File: src/rtl/transform_scheduler_if.sv
// Command and transformed-triangle stream channels of the transform scheduler.
// The slave modport is the scheduler's own view; master is the surrounding front end and Transform.
interface transform_scheduler_if #(
    parameter int unsigned ADDR_W = 12,
    parameter int unsigned TRI_W  = 32,
    parameter int unsigned XF_W   = 32
);
    logic [ADDR_W-1:0]     cmd_s_base;
    logic [ADDR_W-1:0]     cmd_s_count;
    logic [XF_W-1:0]       cmd_s_transform;
    logic                  cmd_s_model_last;
    logic                  cmd_s_valid;
    logic                  cmd_s_ready;

    logic [TRI_W+XF_W-1:0] triangle_tf_m_data;
    logic [1:0]            triangle_tf_m_metadata;  // {triangle_last, model_last}
    logic                  triangle_tf_m_valid;
    logic                  triangle_tf_m_ready;

    modport slave (
        input  cmd_s_base, cmd_s_count, cmd_s_transform, cmd_s_model_last, cmd_s_valid,
        output cmd_s_ready,
        output triangle_tf_m_data, triangle_tf_m_metadata, triangle_tf_m_valid,
        input  triangle_tf_m_ready
    );

    modport master (
        output cmd_s_base, cmd_s_count, cmd_s_transform, cmd_s_model_last, cmd_s_valid,
        input  cmd_s_ready,
        input  triangle_tf_m_data, triangle_tf_m_metadata, triangle_tf_m_valid,
        output triangle_tf_m_ready
    );
endinterface

File: src/rtl/transform_scheduler.sv
// Fetches one model's triangles from the triangle RAM and streams them, paired with the
// model transform, to Transform; read issue is credit-limited by the FWFT read-data FIFO.
module transform_scheduler #(
    parameter int unsigned ADDR_W     = 12,
    parameter int unsigned MEM_LAT    = 2,
    parameter int unsigned FIFO_DEPTH = 4,
    parameter int unsigned TRI_W      = 32,
    parameter int unsigned XF_W       = 32
) (
    input  logic              clk,
    input  logic              rst,
    transform_scheduler_if.slave bus,
    output logic              mem_rd_en,
    output logic [ADDR_W-1:0] mem_rd_addr,
    input  logic [TRI_W-1:0]  mem_rd_data,
    output logic              busy,
    output logic              err_empty_cmd
);
    typedef enum logic [1:0] {StIdle, StFetch, StDrain} state_e;

    localparam int unsigned PtrW = (FIFO_DEPTH > 1) ? $clog2(FIFO_DEPTH) : 1;
    localparam int unsigned CntW = $clog2(FIFO_DEPTH + MEM_LAT + 1);
    localparam logic [PtrW-1:0] PtrMax = PtrW'(FIFO_DEPTH - 1);
    localparam logic [CntW-1:0] Depth  = CntW'(FIFO_DEPTH);

    state_e              state_q, state_d;
    logic [ADDR_W-1:0]   base_q, base_d, count_q, count_d, idx_q, idx_d;
    logic [XF_W-1:0]     xf_q, xf_d;
    logic                model_last_q, model_last_d;
    logic [MEM_LAT-1:0]  tag_v_q, tag_v_d, tag_l_q, tag_l_d;
    logic [PtrW-1:0]     wr_ptr_q, wr_ptr_d, rd_ptr_q, rd_ptr_d;
    logic [CntW-1:0]     cnt_q, cnt_d, outst_q, outst_d;
    logic                err_q, err_d;
    logic [TRI_W:0]      fifo_q [FIFO_DEPTH];

    logic                accept, issue, push, pop, is_last, fifo_empty;
    logic [TRI_W:0]      head;

    assign fifo_empty = (cnt_q == '0);
    assign head       = fifo_q[rd_ptr_q];
    assign push       = tag_v_q[MEM_LAT-1];
    assign pop        = bus.triangle_tf_m_valid && bus.triangle_tf_m_ready;
    assign is_last    = (idx_q == count_q - ADDR_W'(1));

    always_comb begin
        state_d         = state_q;
        base_d          = base_q;
        count_d         = count_q;
        idx_d           = idx_q;
        xf_d            = xf_q;
        model_last_d    = model_last_q;
        err_d           = 1'b0;
        issue           = 1'b0;
        bus.cmd_s_ready = (state_q == StIdle) && !rst;
        accept          = bus.cmd_s_ready && bus.cmd_s_valid;
        unique case (state_q)
            StIdle: begin
                if (accept) begin
                    if (bus.cmd_s_count == '0) begin
                        err_d = 1'b1;
                    end else begin
                        base_d       = bus.cmd_s_base;
                        count_d      = bus.cmd_s_count;
                        xf_d         = bus.cmd_s_transform;
                        model_last_d = bus.cmd_s_model_last;
                        idx_d        = '0;
                        state_d      = StFetch;
                    end
                end
            end
            StFetch: begin
                // A beat popped this cycle frees its credit immediately.
                issue = !rst && ((outst_q + cnt_q - CntW'(pop)) < Depth);
                if (issue) begin
                    idx_d = idx_q + ADDR_W'(1);
                    if (is_last) state_d = StDrain;
                end
            end
            StDrain: begin
                if (outst_q == '0 && (cnt_q - CntW'(pop)) == '0) state_d = StIdle;
            end
            default: state_d = StIdle;
        endcase
    end

    always_comb begin
        tag_v_d[0] = issue;
        tag_l_d[0] = issue && is_last;
        for (int i = 1; i < MEM_LAT; i++) begin
            tag_v_d[i] = tag_v_q[i-1];
            tag_l_d[i] = tag_l_q[i-1];
        end
        outst_d  = outst_q + CntW'(issue) - CntW'(push);
        cnt_d    = cnt_q + CntW'(push) - CntW'(pop);
        wr_ptr_d = wr_ptr_q;
        rd_ptr_d = rd_ptr_q;
        if (push) wr_ptr_d = (wr_ptr_q == PtrMax) ? '0 : wr_ptr_q + PtrW'(1);
        if (pop)  rd_ptr_d = (rd_ptr_q == PtrMax) ? '0 : rd_ptr_q + PtrW'(1);
    end

    always_comb begin
        bus.triangle_tf_m_valid    = !fifo_empty && !rst;
        bus.triangle_tf_m_data     = '0;
        bus.triangle_tf_m_metadata = '0;
        if (bus.triangle_tf_m_valid) begin
            bus.triangle_tf_m_data     = {head[TRI_W:1], xf_q};
            bus.triangle_tf_m_metadata = {head[0], head[0] && model_last_q};
        end
    end

    assign mem_rd_en     = issue;
    assign mem_rd_addr   = base_q + idx_q;
    assign busy          = (state_q != StIdle);
    assign err_empty_cmd = err_q;

    always_ff @(posedge clk) begin
        if (rst) begin
            state_q      <= StIdle;
            base_q       <= '0;
            count_q      <= '0;
            idx_q        <= '0;
            xf_q         <= '0;
            model_last_q <= 1'b0;
            tag_v_q      <= '0;
            tag_l_q      <= '0;
            wr_ptr_q     <= '0;
            rd_ptr_q     <= '0;
            cnt_q        <= '0;
            outst_q      <= '0;
            err_q        <= 1'b0;
        end else begin
            state_q      <= state_d;
            base_q       <= base_d;
            count_q      <= count_d;
            idx_q        <= idx_d;
            xf_q         <= xf_d;
            model_last_q <= model_last_d;
            tag_v_q      <= tag_v_d;
            tag_l_q      <= tag_l_d;
            wr_ptr_q     <= wr_ptr_d;
            rd_ptr_q     <= rd_ptr_d;
            cnt_q        <= cnt_d;
            outst_q      <= outst_d;
            err_q        <= err_d;
        end
    end

    always_ff @(posedge clk) begin
        if (!rst && push) fifo_q[wr_ptr_q] <= {mem_rd_data, tag_l_q[MEM_LAT-1]};
        if (!rst) assert (!(push && !pop && cnt_q == Depth));
    end
endmodule

File: src/flat_wrapper.sv
// flat-port wrapper written by rule: the top's interface ports become plain ports
module transform_scheduler_flat 
#(
    parameter int unsigned ADDR_W     = 12,
    parameter int unsigned MEM_LAT    = 2,
    parameter int unsigned FIFO_DEPTH = 4,
    parameter int unsigned TRI_W      = 32,
    parameter int unsigned XF_W       = 32
)
  (clk, rst, mem_rd_en, mem_rd_addr, mem_rd_data, busy, err_empty_cmd, bus_cmd_s_base, bus_cmd_s_count, bus_cmd_s_transform, bus_cmd_s_model_last, bus_cmd_s_valid, bus_cmd_s_ready, bus_triangle_tf_m_data, bus_triangle_tf_m_metadata, bus_triangle_tf_m_valid, bus_triangle_tf_m_ready);
  transform_scheduler_if #(.ADDR_W(ADDR_W), .TRI_W(TRI_W), .XF_W(XF_W)) bus_i ();
  input  logic clk;
  input  logic rst;
  output logic mem_rd_en;
  output logic [ADDR_W-1:0] mem_rd_addr;
  input  logic [TRI_W-1:0] mem_rd_data;
  output logic busy;
  output logic err_empty_cmd;
  input wire logic [$bits(bus_i.cmd_s_base)-1:0] bus_cmd_s_base;
  input wire logic [$bits(bus_i.cmd_s_count)-1:0] bus_cmd_s_count;
  input wire logic [$bits(bus_i.cmd_s_transform)-1:0] bus_cmd_s_transform;
  input wire logic [$bits(bus_i.cmd_s_model_last)-1:0] bus_cmd_s_model_last;
  input wire logic [$bits(bus_i.cmd_s_valid)-1:0] bus_cmd_s_valid;
  output wire logic [$bits(bus_i.cmd_s_ready)-1:0] bus_cmd_s_ready;
  output wire logic [$bits(bus_i.triangle_tf_m_data)-1:0] bus_triangle_tf_m_data;
  output wire logic [$bits(bus_i.triangle_tf_m_metadata)-1:0] bus_triangle_tf_m_metadata;
  output wire logic [$bits(bus_i.triangle_tf_m_valid)-1:0] bus_triangle_tf_m_valid;
  input wire logic [$bits(bus_i.triangle_tf_m_ready)-1:0] bus_triangle_tf_m_ready;
  assign bus_i.cmd_s_base = bus_cmd_s_base;
  assign bus_i.cmd_s_count = bus_cmd_s_count;
  assign bus_i.cmd_s_transform = bus_cmd_s_transform;
  assign bus_i.cmd_s_model_last = bus_cmd_s_model_last;
  assign bus_i.cmd_s_valid = bus_cmd_s_valid;
  assign bus_cmd_s_ready = bus_i.cmd_s_ready;
  assign bus_triangle_tf_m_data = bus_i.triangle_tf_m_data;
  assign bus_triangle_tf_m_metadata = bus_i.triangle_tf_m_metadata;
  assign bus_triangle_tf_m_valid = bus_i.triangle_tf_m_valid;
  assign bus_i.triangle_tf_m_ready = bus_triangle_tf_m_ready;
  transform_scheduler #(.ADDR_W(ADDR_W), .MEM_LAT(MEM_LAT), .FIFO_DEPTH(FIFO_DEPTH), .TRI_W(TRI_W), .XF_W(XF_W)) u_core (.clk(clk), .rst(rst), .bus(bus_i), .mem_rd_en(mem_rd_en), .mem_rd_addr(mem_rd_addr), .mem_rd_data(mem_rd_data), .busy(busy), .err_empty_cmd(err_empty_cmd));
endmodule
File: config.mk
export PLATFORM = sky130hd
export DESIGN_NAME = transform_scheduler_flat
export DESIGN_NICKNAME = d
export VERILOG_FILES = /design/src/rtl/transform_scheduler_if.sv /design/src/rtl/transform_scheduler.sv /design/src/flat_wrapper.sv
export SDC_FILE = /design/constraint.sdc
export NUM_CORES = 1
export LEC_CHECK = 0
export CAP_MARGIN = 25
export CORE_MARGIN = 5
export CORE_UTILIZATION = 54
export CTS_BUF_LIST = sky130_fd_sc_hd__clkbuf_4 sky130_fd_sc_hd__clkbuf_8
export DETAILED_ROUTE_END_ITERATION = 8
export PLACE_DENSITY = 0.84
export SYNTH_ARGS = -nofsm -noshare
export SYNTH_HDL_FRONTEND = slang
export SYNTH_SLANG_ARGS = --single-unit
File: constraint.sdc
create_clock -name clk -period 5.24 [get_ports clk]
set_clock_uncertainty 0.15 [all_clocks]
set_input_delay 1.048 -clock clk [delete_from_list [all_inputs] [get_ports clk]]
set_output_delay 1.048 -clock clk [all_outputs]
set_load 0.02 [all_outputs]
# Word level (Yosys, flattened, before mapping)
# Memories as Yosys holds them, arrays and structs flattened. A register that Yosys moved wholly into a read port is not among the register bits.
# Cells that the tools add are included.
# word_totals
ram_bits	132
inputBits	93
mem_count	1
reg_bits	86
elab_cells	82
# mem_list
name	words	width	rd	rd_clocked_by_memory_dff	write_ports	line_no	rtl
u_core.fifo_q	4	33	1	1	1	transform_scheduler.sv:34	logic [TRI_W:0] fifo_q [FIFO_DEPTH];
# classes
n_addsub	12
n_eq_ne	10
n_lt_le_gt_ge	1
mux	20
bitwise_logic	3
reduce_logical	22
# op_table
operator	count
64-bit 2-to-1 mux	1
12-bit 2-to-1 mux	3
12-bit one-hot mux with 2 select lines	1
2-bit 2-to-1 mux	10
12-bit by 1-bit adder with 12-bit output, second input constant	1
12-bit adder	1
12-bit == test	1
12-bit logical NOT	1
12-bit by 1-bit subtractor with 12-bit output, second input constant	1
3-bit by 1-bit subtractor with 3-bit output	4
1-bit logical AND	9
3-bit logical NOT	3
2-bit by 1-bit != test with 1-bit output, second input constant	4
3-bit by 1-bit adder with 3-bit output	2
2-bit == test, second input constant	3
2-bit one-hot mux with 3 select lines	1
5-bit AND reduction	1
2-bit by 1-bit adder with 2-bit output, second input constant	2
1-bit 2-to-1 mux	4
4-bit AND reduction	1
2-bit nonzero test	2
3-bit adder	1
3-bit less-than comparator, second input constant	1
1-bit NOT	3
other kinds (6)	7

# Logic depth before layout (Yosys ltp)
# Gate-level depths: netlist of run 1.
# logic_depth
ltp_word	10
depth_mapped	17

# Worst setup path after synthesis of run 1
# OpenSTA, ideal clock, no wires.
# synth_path
kind	input-to-reg
start	input port rst
end	register u_core.outst_q[1]
path_stages	16
required_time_ps	4962
n_path_buf	2
t_arrival_ps	4023
path_slack_ps	939
setup_ps	128
path_cell_list	inv_1 nand3_1 nor2_1 inv_1 ha_1 nand2_1 or4_1 and4_1 o21ai_1 buf_2 buf_2 ha_1 inv_1 ha_1 fa_1 nor2b_1
# synth_via
elab_chain_len	9
# synth_lines
element	line_no	rtl
start, declared	flat_wrapper.sv:13	input logic rst;
1-bit logical NOT *	transform_scheduler.sv:73, transform_scheduler.sv:102	
1-bit logical AND	transform_scheduler.sv:102	bus.triangle_tf_m_valid = !fifo_empty && !rst;
1-bit logical AND	transform_scheduler.sv:42	assign pop = bus.triangle_tf_m_valid && bus.triangle_tf_m_ready;
3-bit by 1-bit subtractor with 3-bit output	transform_scheduler.sv:73	issue = !rst && ((outst_q + cnt_q - CntW'(pop)) < Depth);
3-bit less-than comparator	transform_scheduler.sv:73	
1-bit logical AND *	transform_scheduler.sv:73	
1-bit 2-to-1 mux *	transform_scheduler.sv:56	unique case (state_q)
3-bit by 1-bit adder with 3-bit output *	transform_scheduler.sv:93	outst_d = outst_q + CntW'(issue) - CntW'(push);
3-bit by 1-bit subtractor with 3-bit output *	transform_scheduler.sv:93	
via u_core.outst_d[1]	transform_scheduler.sv:32	logic [CntW-1:0] cnt_q, cnt_d, outst_q, outst_d;
end signal, assigned	transform_scheduler.sv:143	outst_q <= outst_d;
end, declared	transform_scheduler.sv:32	
# Mark *: on every way through the listed nets, which the timed path passes. The rest lies on a longest branch.
# A chain may end at the register's enable or synchronous reset.

# Worst setup path after layout of run 1
# layout_path
start	input port bus_triangle_tf_m_ready
end	output port mem_rd_en
# layout_via
elab_chain_len	5
# layout_lines
element	line_no	rtl
start, declared	flat_wrapper.sv:28	input wire logic [$bits(bus_i.triangle_tf_m_ready)-1:0] bus_triangle_tf_m_ready;
1-bit logical AND	transform_scheduler.sv:42	
3-bit by 1-bit subtractor with 3-bit output	transform_scheduler.sv:73	
3-bit less-than comparator	transform_scheduler.sv:73	
1-bit logical AND	transform_scheduler.sv:73	
1-bit 2-to-1 mux	transform_scheduler.sv:56	
end, declared	flat_wrapper.sv:14	output logic mem_rd_en;
# Every way passes these cells.

==> impl_results.md, run 1 <==
- Status: complete, no violations
- FF+latch count, synth: 220
- Fmax: 197 MHz
- Cell-internal power: roughly 3200 µW
- Netlist cell types: 55
- Clock Tree Buf Depth: 3
- Pin count of the biggest net entering global routing: between 70 and 80
- Area growth from synthesis to layout: 27.1%
- Final Setup Violations: 0
- Seq/Total Area, Yosys: around three fifths
- Req. time, crit path: between 4 and 5 ns
- Ys Warns: 0
- Most used flip-flop cell after synthesis: edfxtp_1
- Worst hold path class: register to register
- Crit path buf inv count: 4
- Post-route ant nets: 0
- Family with the most delay on the worst path: buffers and inverters
- IO Port Bufs: between 150 and 200
- Initial DRC Count: between 400 and 500
- Most frequent cells in the layout: clkdlybuf4s50_1, nand2_1, edfxtp_1
- Hold depth: 1
- Min-delay src: u_core.tag_v_q[0]
- Clk pwr share: 31.7%
- Power Dens Cells: between 300 and 400 nW/µm²
- Die Width: roughly 140 µm
- Average routed wire per standard cell: roughly 19 µm
- Slew margin rel.: roughly 39%
- Vias in the first global route: roughly 7.3k
- Actual slew at the worst max-slew pin: about 0.91 ns
- Compound-gate portion of the synthesized area: between 7 and 8%
- Initial Util: about 54%
- GPL Wtd Cong: about 0.82
- Sw power: 1340 µW
- Endpoints failing hold: 0
- Cell Rows: 49
- First-pass GRT wire length: 36700 µm
- CP arrival: a little under 4 ns
- Post-layout util: 69.3%
- Commonest non-fill, non-tap cell in the layout: clkdlybuf4s50_1
- Pre-antenna DRT Iters: 5
- Max-slew violations: 0
- Synth Area in XOR/XNOR: approximately 3.0%
- Crit path capture type: output pin
- # diodes: 0
- Period Utilization, post-route: a little over nine tenths
- Clock slew at reported path FFs: about 0.05 ns
- Unrepaired setup endpoints after global routing: no
- R2R setup slack: 1.58 ns
- Post-synthesis async set-or-reset flop share: 0%
- Sw Ratio: between 20% and 30%
- Routed WL: roughly 23000 µm
- CTS Root Cell: clkbuf_8
- Mux cell area share after synthesis: 8.06%
- Reg power frac: 43.8%
- Post-synth EDFFs: approximately 130
- Remaining DRCs: 0
- TritonCTS clock tree: done
- Post-CTS Hold Buffers: 0
- Fin nets: between 1k and 1.5k
- Critical path class: input port to output pin
- Height of the chip: approximately 140 µm
- Vias per cell: 5.72
- Yosys top cell area share: between 40% and 50%
- Fin crit period: about 5.1 ns
- Worst VDD drop: 0.000344 V
- CP max stage cell: clkdlybuf4s50_1
- Die ar.: 20800 µm²
- Cell Area, Synth: between 9000 and 10000 µm²
- Core area: ~18000 µm²
- Max_cap viols: 0
- H-tree Lvls: 2
- Sink of the worst hold path: u_core.tag_v_q[1]
- Top-level I/O count: around 180
- Final HPWL DP: 15000 µm
- Main combinational cell family by area after synthesis: simple AND/OR/NAND/NOR gates
- Post-Synth Adder-Cell Area: 3.71%
- Critical path, cell by cell: clkdlybuf4s50_1 > nand3_1 > nor2_1 > inv_1 > ha_1 > nand2_1 > or4_1 > a31oi_1 > o21ai_1 > inv_1 > clkdlybuf4s50_1
- Clock sink count: between 200 and 250
- Tot GR Track Use: between 20 and 25%
- Dominant cell type by area after synthesis: edfxtp_1
- CTS Buf Count: 37
- Total number of vias: around 7.1k
- Fin Setup TNS: 0 ns
- Global route overflow: 0
- Clk_lat worst skew: around 0.52 ns
- Setup Fix Bufs, Post-CTS: 0
- Syn Inst Count: between 800 and 900
- Leak pwr: approximately 0.0045 µW
- Reg-to-reg endpoint: u_core.outst_q[2]
- Worst r2r path cells: 16
- Mapped Nets: approximately 940
- Initial antenna violation count: 0
- Number of gates resized after CTS: 0
- Area contributors post-synth: edfxtp_1, dfxtp_1, mux4_2
- Critical Path Max Stage Delay: roughly 0.65 ns
- Simple-Gate Fraction of Synth Area: 15.8%
- CP Launch Type: input port
- Combinational share of power: 24.4%
- Synth Area per Inst: about 12 µm²
- Maximum fanout along the worst path: 5
- Worst R2R Start: u_core.cnt_q[2]
- Layout cells sized above 1: a little under an eighth
## cells by family after synthesis
group           Yosys count
compound gates          120
fa+ha+maj                27
mux                      37
simple gates            307
buf+inv                  80
flops                   220
xor+xnor                 33
## synth_stat cells (5+ instances only)
cell,number
a21oi_1,71
and3_1,72
buf_1,6
clkbuf_1,43
dfxtp_1,88
edfxtp_1,132
ha_1,24
inv_1,27
mux4_2,33
nand2_1,132
nand2b_1,5
nand3_1,19
nand4_1,6
nor2_1,20
nor2b_1,7
nor3_1,12
nor4_1,7
o21a_1,5
o21ai_0,9
o31ai_1,6
or3_1,6
or4_1,9
xnor2_1,21
xor2_1,12
## flip-flops by register name (all words and copies together) (netlist names), named ones only
name / flops
u_core.base_q: 12
u_core.cnt_q: 3
u_core.count_q: 12
u_core.err_empty_cmd: 1
u_core.fifo_q: 132
u_core.idx_q: 12
u_core.model_last_q: 1
u_core.outst_q: 3
u_core.rd_ptr_q: 2
u_core.state_q: 2
u_core.tag_l_q: 2
u_core.tag_v_q: 2
u_core.wr_ptr_q: 2
u_core.xf_q: 32
## layout make-up
cell class | count | area (µm²)
Timing Repair Buffer | 185 | 1830
Clock inverter | 9 | 50.0
Sequential cell | 220 | 5730
Multi-Input combinational cell | 524 | 3720
Inverter | 27 | 101
Tap cell | 229 | 287
Clock buffer | 53 | 642
Fill cell | 1243 | 5480
## how the worst max path moves through the flow
stage                                   end  slack, ns  depth (start not counted)               startpoint
final                             mem_rd_en       0.16                         11  bus_triangle_tf_m_ready
after global routing              mem_rd_en       0.03                         11  bus_triangle_tf_m_ready
after CTS                         mem_rd_en       0.19                         11  bus_triangle_tf_m_ready
after detailed placement          mem_rd_en       0.21                         11  bus_triangle_tf_m_ready
after global placement            mem_rd_en       0.28                         11  bus_triangle_tf_m_ready
after floorplan           u_core.outst_q[1]       0.94                         16                      rst
## worst register-to-register path: stages, from the launching register on
cell and delay, ns:
dfxtp_1 0.36, or3_2 0.48, nand3_1 0.12, nor2_1 0.07
inv_1 0.06, ha_1 0.13, nand2_1 0.05, or4_1 0.41
a31oi_1 0.24, o21ai_1 0.13, buf_4 0.21, ha_1 0.29
inv_1 0.04, ha_1 0.18, fa_1 0.38, xnor2_1 0.17
nor2_1 0.05
## power groups by stage
stage | registers [µW] | clock network, µW | logic [µW]
finish | 2010 | 1450 | 1120
global route | 2020 | 1560 | 1210
CTS | 2010 | 1490 | 1130
detailed placement | 2050 | 0 | 1110
global placement | 2040 | 0 | 1090
floorplan | 1980 | 0 | 754
## stage by stage
step                setup slack, ns  cell area, µm²  power, µW  hold slack (ns)  std cells
global route                 0.0250           12400       4800            0.316       1247
detailed placement            0.209           11700       3160            0.285       1185
CTS                           0.192           12400       4630            0.300       1247
global placement              0.280           11600       3130            0.277       1184
finish                        0.160           12400       4580            0.295       1247
floorplan                     0.939            9720       2730            0.264        824
## routing by layer
layer	global-route usage, %	share of wire (%)
met5	0	0
met4	8.15	3.1
met3	5.36	7.5
met2	39.1	50
met1	27.3	40
No activity file was read; power rests on OpenSTA's default activity.
==> run 2, diff against run 1 <==
==> constraint.sdc (replaced) <==
create_clock -name clk -period 4.9 [get_ports clk]
set_clock_uncertainty 0.15 [all_clocks]
set_input_delay 0.98 -clock clk [delete_from_list [all_inputs] [get_ports clk]]
set_output_delay 0.98 -clock clk [all_outputs]
set_load 0.02 [all_outputs]
==> impl_results.md, run 2 (same netlist as run 1, synthesis figures left out) <==
- Status: complete, no violations
- CTS Buf Count: 36
- Sw Ratio: between 20 and 30%
- Pre-antenna DRT Iters: 5
- GPL Wtd Cong: between 0.8 and 0.9
- Post-route ant nets: 0
- Max_cap viols: 0
- Fin nets: between 1k and 1.5k
- Crit path capture type: output pin
- Initial Util: 54.5%
- Min-delay src: u_core.tag_v_q[0]
- Endpoints failing hold: 0
- Reg-to-reg endpoint: u_core.outst_q[2]
- Fmax: approximately 220 MHz
- Vias in the first global route: approximately 7k
- Routed WL: around 24000 µm
- IO Port Bufs: roughly 180
- Height of the chip: approximately 140 µm
- Clock slew at reported path FFs: 0.06 ns
- Total number of vias: 7113
- Req. time, crit path: roughly 3.8 ns
- Crit path buf inv count: 1
- First-pass GRT wire length: ~37000 µm
- Slew margin rel.: between 30 and 40%
- Maximum fanout along the worst path: 9
- Final Non-Filler Cells: between 1k and 1.5k
- Fin Setup TNS: 0 ns
- Sw power: roughly 1500 µW
- Combinational share of power: between 20% and 30%
- Critical path, cell by cell: ha_1 > nor2b_1 > o21ai_0 > a21boi_0 > o21ai_0 > a21oi_1 > o311ai_0 > clkdlybuf4s50_1
- Power Dens Cells: 402 nW/µm²
- Post-layout util: between 60% and 70%
- Actual slew at the worst max-slew pin: slightly below 0.9 ns
- Reg power frac: between 40 and 50%
- Clk_lat worst skew: between 0.5 and 0.6 ns
- Average routed wire per standard cell: between 15 and 20 µm
- Critical path class: register to output pin
- Die ar.: approximately 21000 µm²
- Worst hold path class: register to register
- Worst R2R Start: u_core.cnt_q[2]
- Pin count of the biggest net entering global routing: around 80
- CP max stage cell: clkdlybuf4s50_1
- Remaining DRCs: 0
- Core area: roughly 18000 µm²
- Period Utilization, post-route: 93.9%
- Layout cells sized above 1: between 10 and 15%
- Clock Tree Buf Depth: 3
- Cells after DPL: 1185
- Tot GR Track Use: between 20% and 30%
- CP Launch Type: register
- Commonest non-fill, non-tap cell in the layout: clkdlybuf4s50_1
- Cell Rows: between 40 and 50
- Leak pwr: around 0.0046 µW
- Top-level I/O count: between 150 and 200
- Die Width: roughly 140 µm
- Clock sink count: 220
- Initial DRC Count: approximately 510
- Worst r2r path cells: 16
- Global route overflow: 0
- Sink of the worst hold path: u_core.tag_v_q[1]
- CTS Root Cell: clkbuf_8
- Final Setup Violations: 0
- Unrepaired setup endpoints after global routing: no
- Fillers: between 1k and 1.5k
- Final HPWL DP: 14700 µm
- Initial antenna violation count: 1
- Most flops, register: u_core.fifo_q
- Worst VDD drop: about 0.00038 V
- Setup Fix Bufs, Post-CTS: 0
- TritonCTS clock tree: done
- Hold depth: 1
- H-tree Lvls: 2
- Family with the most delay on the worst path: compound AO/OA/AOI/OAI gates
- Cell-internal power: 3540 µW
- Most Frequent Cell on Critical Path: o21ai_0
- Area growth from synthesis to layout: 28.1%
- Critical Path Max Stage Delay: between 0.6 and 0.7 ns
- Fin crit period: approximately 4.6 ns
- CP arrival: 3.47 ns
- Vias per cell: roughly 5.7
- Clk pwr share: 32.9%
- Max-slew violations: 0
- Top flop regs: u_core.fifo_q: 132 flops, u_core.xf_q: 32 flops
- R2R setup slack: between 1 and 1.5 ns
- Most frequent cells in the layout: clkdlybuf4s50_1, nand2_1, edfxtp_1
- Max FFs per register: 132
==> run 2: power groups by stage <==
stage	sequential [µW]	clock (µW)	combinational, µW
after floorplan	2110	0	806
after global placement	2160	0	1200
after detailed placement	2160	0	1230
after CTS	2120	1680	1240
after global routing	2140	1780	1340
final	2120	1650	1230
==> run 2: worst max-delay path by stage <==
stage                       startpoint           endpoint  slack, ns  cells after the start
6_report               u_core.idx_q[2]    mem_rd_addr[10]       0.30                      8
5_1_grt                u_core.idx_q[0]    mem_rd_addr[10]       0.02                     10
4_1_cts        bus_triangle_tf_m_ready          mem_rd_en       0.05                     11
3_5_place_dp   bus_triangle_tf_m_ready          mem_rd_en       0.06                     11
3_3_place_gp   bus_triangle_tf_m_ready          mem_rd_en       0.13                     11
2_1_floorplan                      rst  u_core.outst_q[1]       0.67                     16
==> run 2: layout make-up <==
class                           instances  area (µm²)  area share, %
Sequential cell                       220        5730           46.0
Multi-Input combinational cell        524        3720           29.9
Timing Repair Buffer                  186        1860           14.9
Clock buffer                           54         656           5.26
Tap cell                              229         287           2.30
Clock inverter                         12         104          0.834
Inverter                               27         101          0.814
Antenna cell                            1        2.50         0.0201
==> run 2: per-stage QoR <==
step	total power, µW	hold WS [ns]	cell area, µm²	worst slack [ns]
after floorplan	2920	0.264	9720	0.667
after global routing	5260	0.318	12500	0.0208
final	5000	0.289	12500	0.300
after CTS	5050	0.287	12400	0.0514
after detailed placement	3390	0.278	11700	0.0610
after global placement	3360	0.269	11700	0.132
==> run 2: routing by layer <==
layer / track usage (%) / part of all wire [%] / vias up
li1: - / - / 3374
met1: 28.6 / 41 / 3439
met2: 38.1 / 49 / 262
met3: 6.35 / 8.2 / 38
met4: 6.68 / 2.2 / 0
met5: 0 / 0 / -
==> run 2: timing repair <==
item,4_1_cts,5_1_grt
setup endpoints to repair,0,1
hold buffers,0,0
resized for setup,0,1
==> run 3, diff against run 2 <==
--- a/config.mk
+++ b/config.mk
@@ -7,10 +7,10 @@
 export LEC_CHECK = 0
 export CAP_MARGIN = 25
 export CORE_MARGIN = 5
-export CORE_UTILIZATION = 54
+export CORE_UTILIZATION = 59
 export CTS_BUF_LIST = sky130_fd_sc_hd__clkbuf_4 sky130_fd_sc_hd__clkbuf_8
 export DETAILED_ROUTE_END_ITERATION = 8
-export PLACE_DENSITY = 0.84
+export PLACE_DENSITY = 0.9
 export SYNTH_ARGS = -nofsm -noshare
 export SYNTH_HDL_FRONTEND = slang
 export SYNTH_SLANG_ARGS = --single-unit
==> constraint.sdc (replaced) <==
create_clock -name clk -period 5.5 [get_ports clk]
set_clock_uncertainty 0.15 [all_clocks]
set_input_delay 0.55 -clock clk [delete_from_list [all_inputs] [get_ports clk]]
set_output_delay 0.55 -clock clk [all_outputs]
set_load 0.02 [all_outputs]
==> impl_results.md, run 3 (same netlist as run 1, synthesis figures left out) <==
- Top-level I/O count: 176
- Remaining DRCs: 0
- Number of gates resized after CTS: 0
- Clk_lat worst skew: 0.53 ns
- Commonest non-fill, non-tap cell in the layout: clkdlybuf4s50_1
- CTS Root Cell: clkbuf_8
- Sw power: 1290 µW
- Worst VDD drop: about 0.00038 V
- Fin nets: 1111
- Fin crit period: approximately 4.5 ns
- Status: complete, no violations
- Initial antenna violation count: 1
- Post-route ant nets: 0
- Clock sink count: 220
- Final Setup Violations: 0
- Pin count of the biggest net entering global routing: 79
- Combinational share of power: between 20 and 25%
- Cell-internal power: around 3200 µW
- Maximum fanout along the worst path: 21
- H-tree Lvls: 2
- Endpoints failing hold: 0
- First-pass GRT wire length: 38400 µm
- Power, Total: roughly 4500 µW
- Leak pwr: between 0.004 and 0.005 µW
- Crit path capture type: output pin
- CP arrival: ~3.8 ns
- Req. time, crit path: between 4 and 5 ns
- Setup Fix Bufs, Post-CTS: 0
- Layout cells sized above 1: a little under an eighth
- Initial DRC Count: around 560
- Clock slew at reported path FFs: about 0.060 ns
- Top flop regs: u_core.fifo_q: 132 flops, u_core.xf_q: 32 flops
- Vias in the first global route: 7331
- Routed WL: approximately 24000 µm
- Critical path class: register to output pin
- Die ar.: ~19000 µm²
- # diodes: 0
- Core area: between 15000 and 20000 µm²
- Most frequent cells in the layout: clkdlybuf4s50_1, nand2_1, edfxtp_1
- Total number of vias: 7203
- TritonCTS clock tree: done
- Area growth from synthesis to layout: 27.8%
- IO Port Bufs: between 150 and 200
- Reg power frac: approximately 42%
- Slew margin rel.: 40.7%
- Worst hold path class: register to register
- Max_cap viols: 0
- Fin Setup TNS: 0 ns
- Global route overflow: 0
- Height of the chip: roughly 140 µm
- Most flops, register: u_core.fifo_q
- Min Hold Slack: ~0.29 ns
- Cell Rows: 47
- Tot GR Track Use: about 25%
- Average routed wire per standard cell: 19.2 µm
- Unrepaired setup endpoints after global routing: no
- Max FFs per register: 132
- Fmax: between 200 and 250 MHz
- Placed Area: around 12000 µm²
- Actual slew at the worst max-slew pin: about 0.9 ns
- CTS Buf Count: 36
- Final HPWL DP: between 15000 and 20000 µm
- Die Width: 138 µm
- Initial Util: 59.5%
- Clk pwr share: 34.3%
- Period Utilization, post-route: between 80% and 90%
- Design area: 12400 µm²
- Max-slew violations: 0
- Vias per cell: 5.81
- GPL Wtd Cong: a little under 0.9
- Clock Tree Buf Depth: 3
- Sw Ratio: between 20% and 30%
- Power Dens Cells: between 300 and 400 nW/µm²
- CP Launch Type: register
- Post-CTS Hold Buffers: 0
- Pre-antenna DRT Iters: 5
-- run 3: final timing paths --
path	from	endpoint	slack [ns]	cells past startpoint
worst max register to register	u_core.cnt_q[1]	u_core.outst_q[2]	1.66	16
worst min-delay path	u_core.tag_l_q[0]	u_core.tag_l_q[1]	0.29	1
worst max-delay path	u_core.cnt_q[1]	mem_rd_en	1.02	12
worst min register to register	u_core.tag_l_q[0]	u_core.tag_l_q[1]	0.29	1
-- run 3: power by group through the flow --
| stage | clock network [µW] | registers, µW | logic (µW) |
|---|---|---|---|
| 6_report | 1560 | 1880 | 1100 |
| 3_3_place_gp | 0 | 1910 | 1070 |
| 3_5_place_dp | 0 | 1920 | 1100 |
| 2_1_floorplan | 0 | 1880 | 718 |
| 4_1_cts | 1590 | 1880 | 1110 |
| 5_1_grt | 1680 | 1890 | 1190 |
-- run 3: cell type report --
cell class                      count  area [µm²]
Tap cell                          220         275
Multi-Input combinational cell    524        3720
Fill cell                        1102        3920
Clock inverter                     13         151
Sequential cell                   220        5730
Clock buffer                       53         654
Timing Repair Buffer              182        1800
Inverter                           27         101
-- run 3: worst max-delay path, stage by stage (launching register included) --
cell and delay [ns]:
dfxtp_1 0.35, or3_2 0.52, nand3_1 0.25, nor2_1 0.11, inv_1 0.07, ha_1 0.14
nand2_1 0.05, or4_1 0.41, a31oi_1 0.22, o21ai_1 0.10, buf_4 0.21, inv_1 0.17
clkdlybuf4s50_1 0.64
-- run 3: metrics by stage --
stage               instances  setup slack (ns)  utilization (%)
floorplan                 824              1.70                -
global placement         1173              1.22             71.1
detailed placement       1173              1.13             71.1
CTS                      1239             0.997             76.0
global route             1239             0.818             76.0
finish                   1239              1.02             76.0
-- run 3: routing by layer --
layer	vias to the layer above	GRT usage, %	part of all wire (%)
met2	312	44.2	52
met4	2	7.49	2.2
met5	-	0	0.055
met1	3479	29.8	38
met3	49	5.80	7.8
li1	3361	-	-
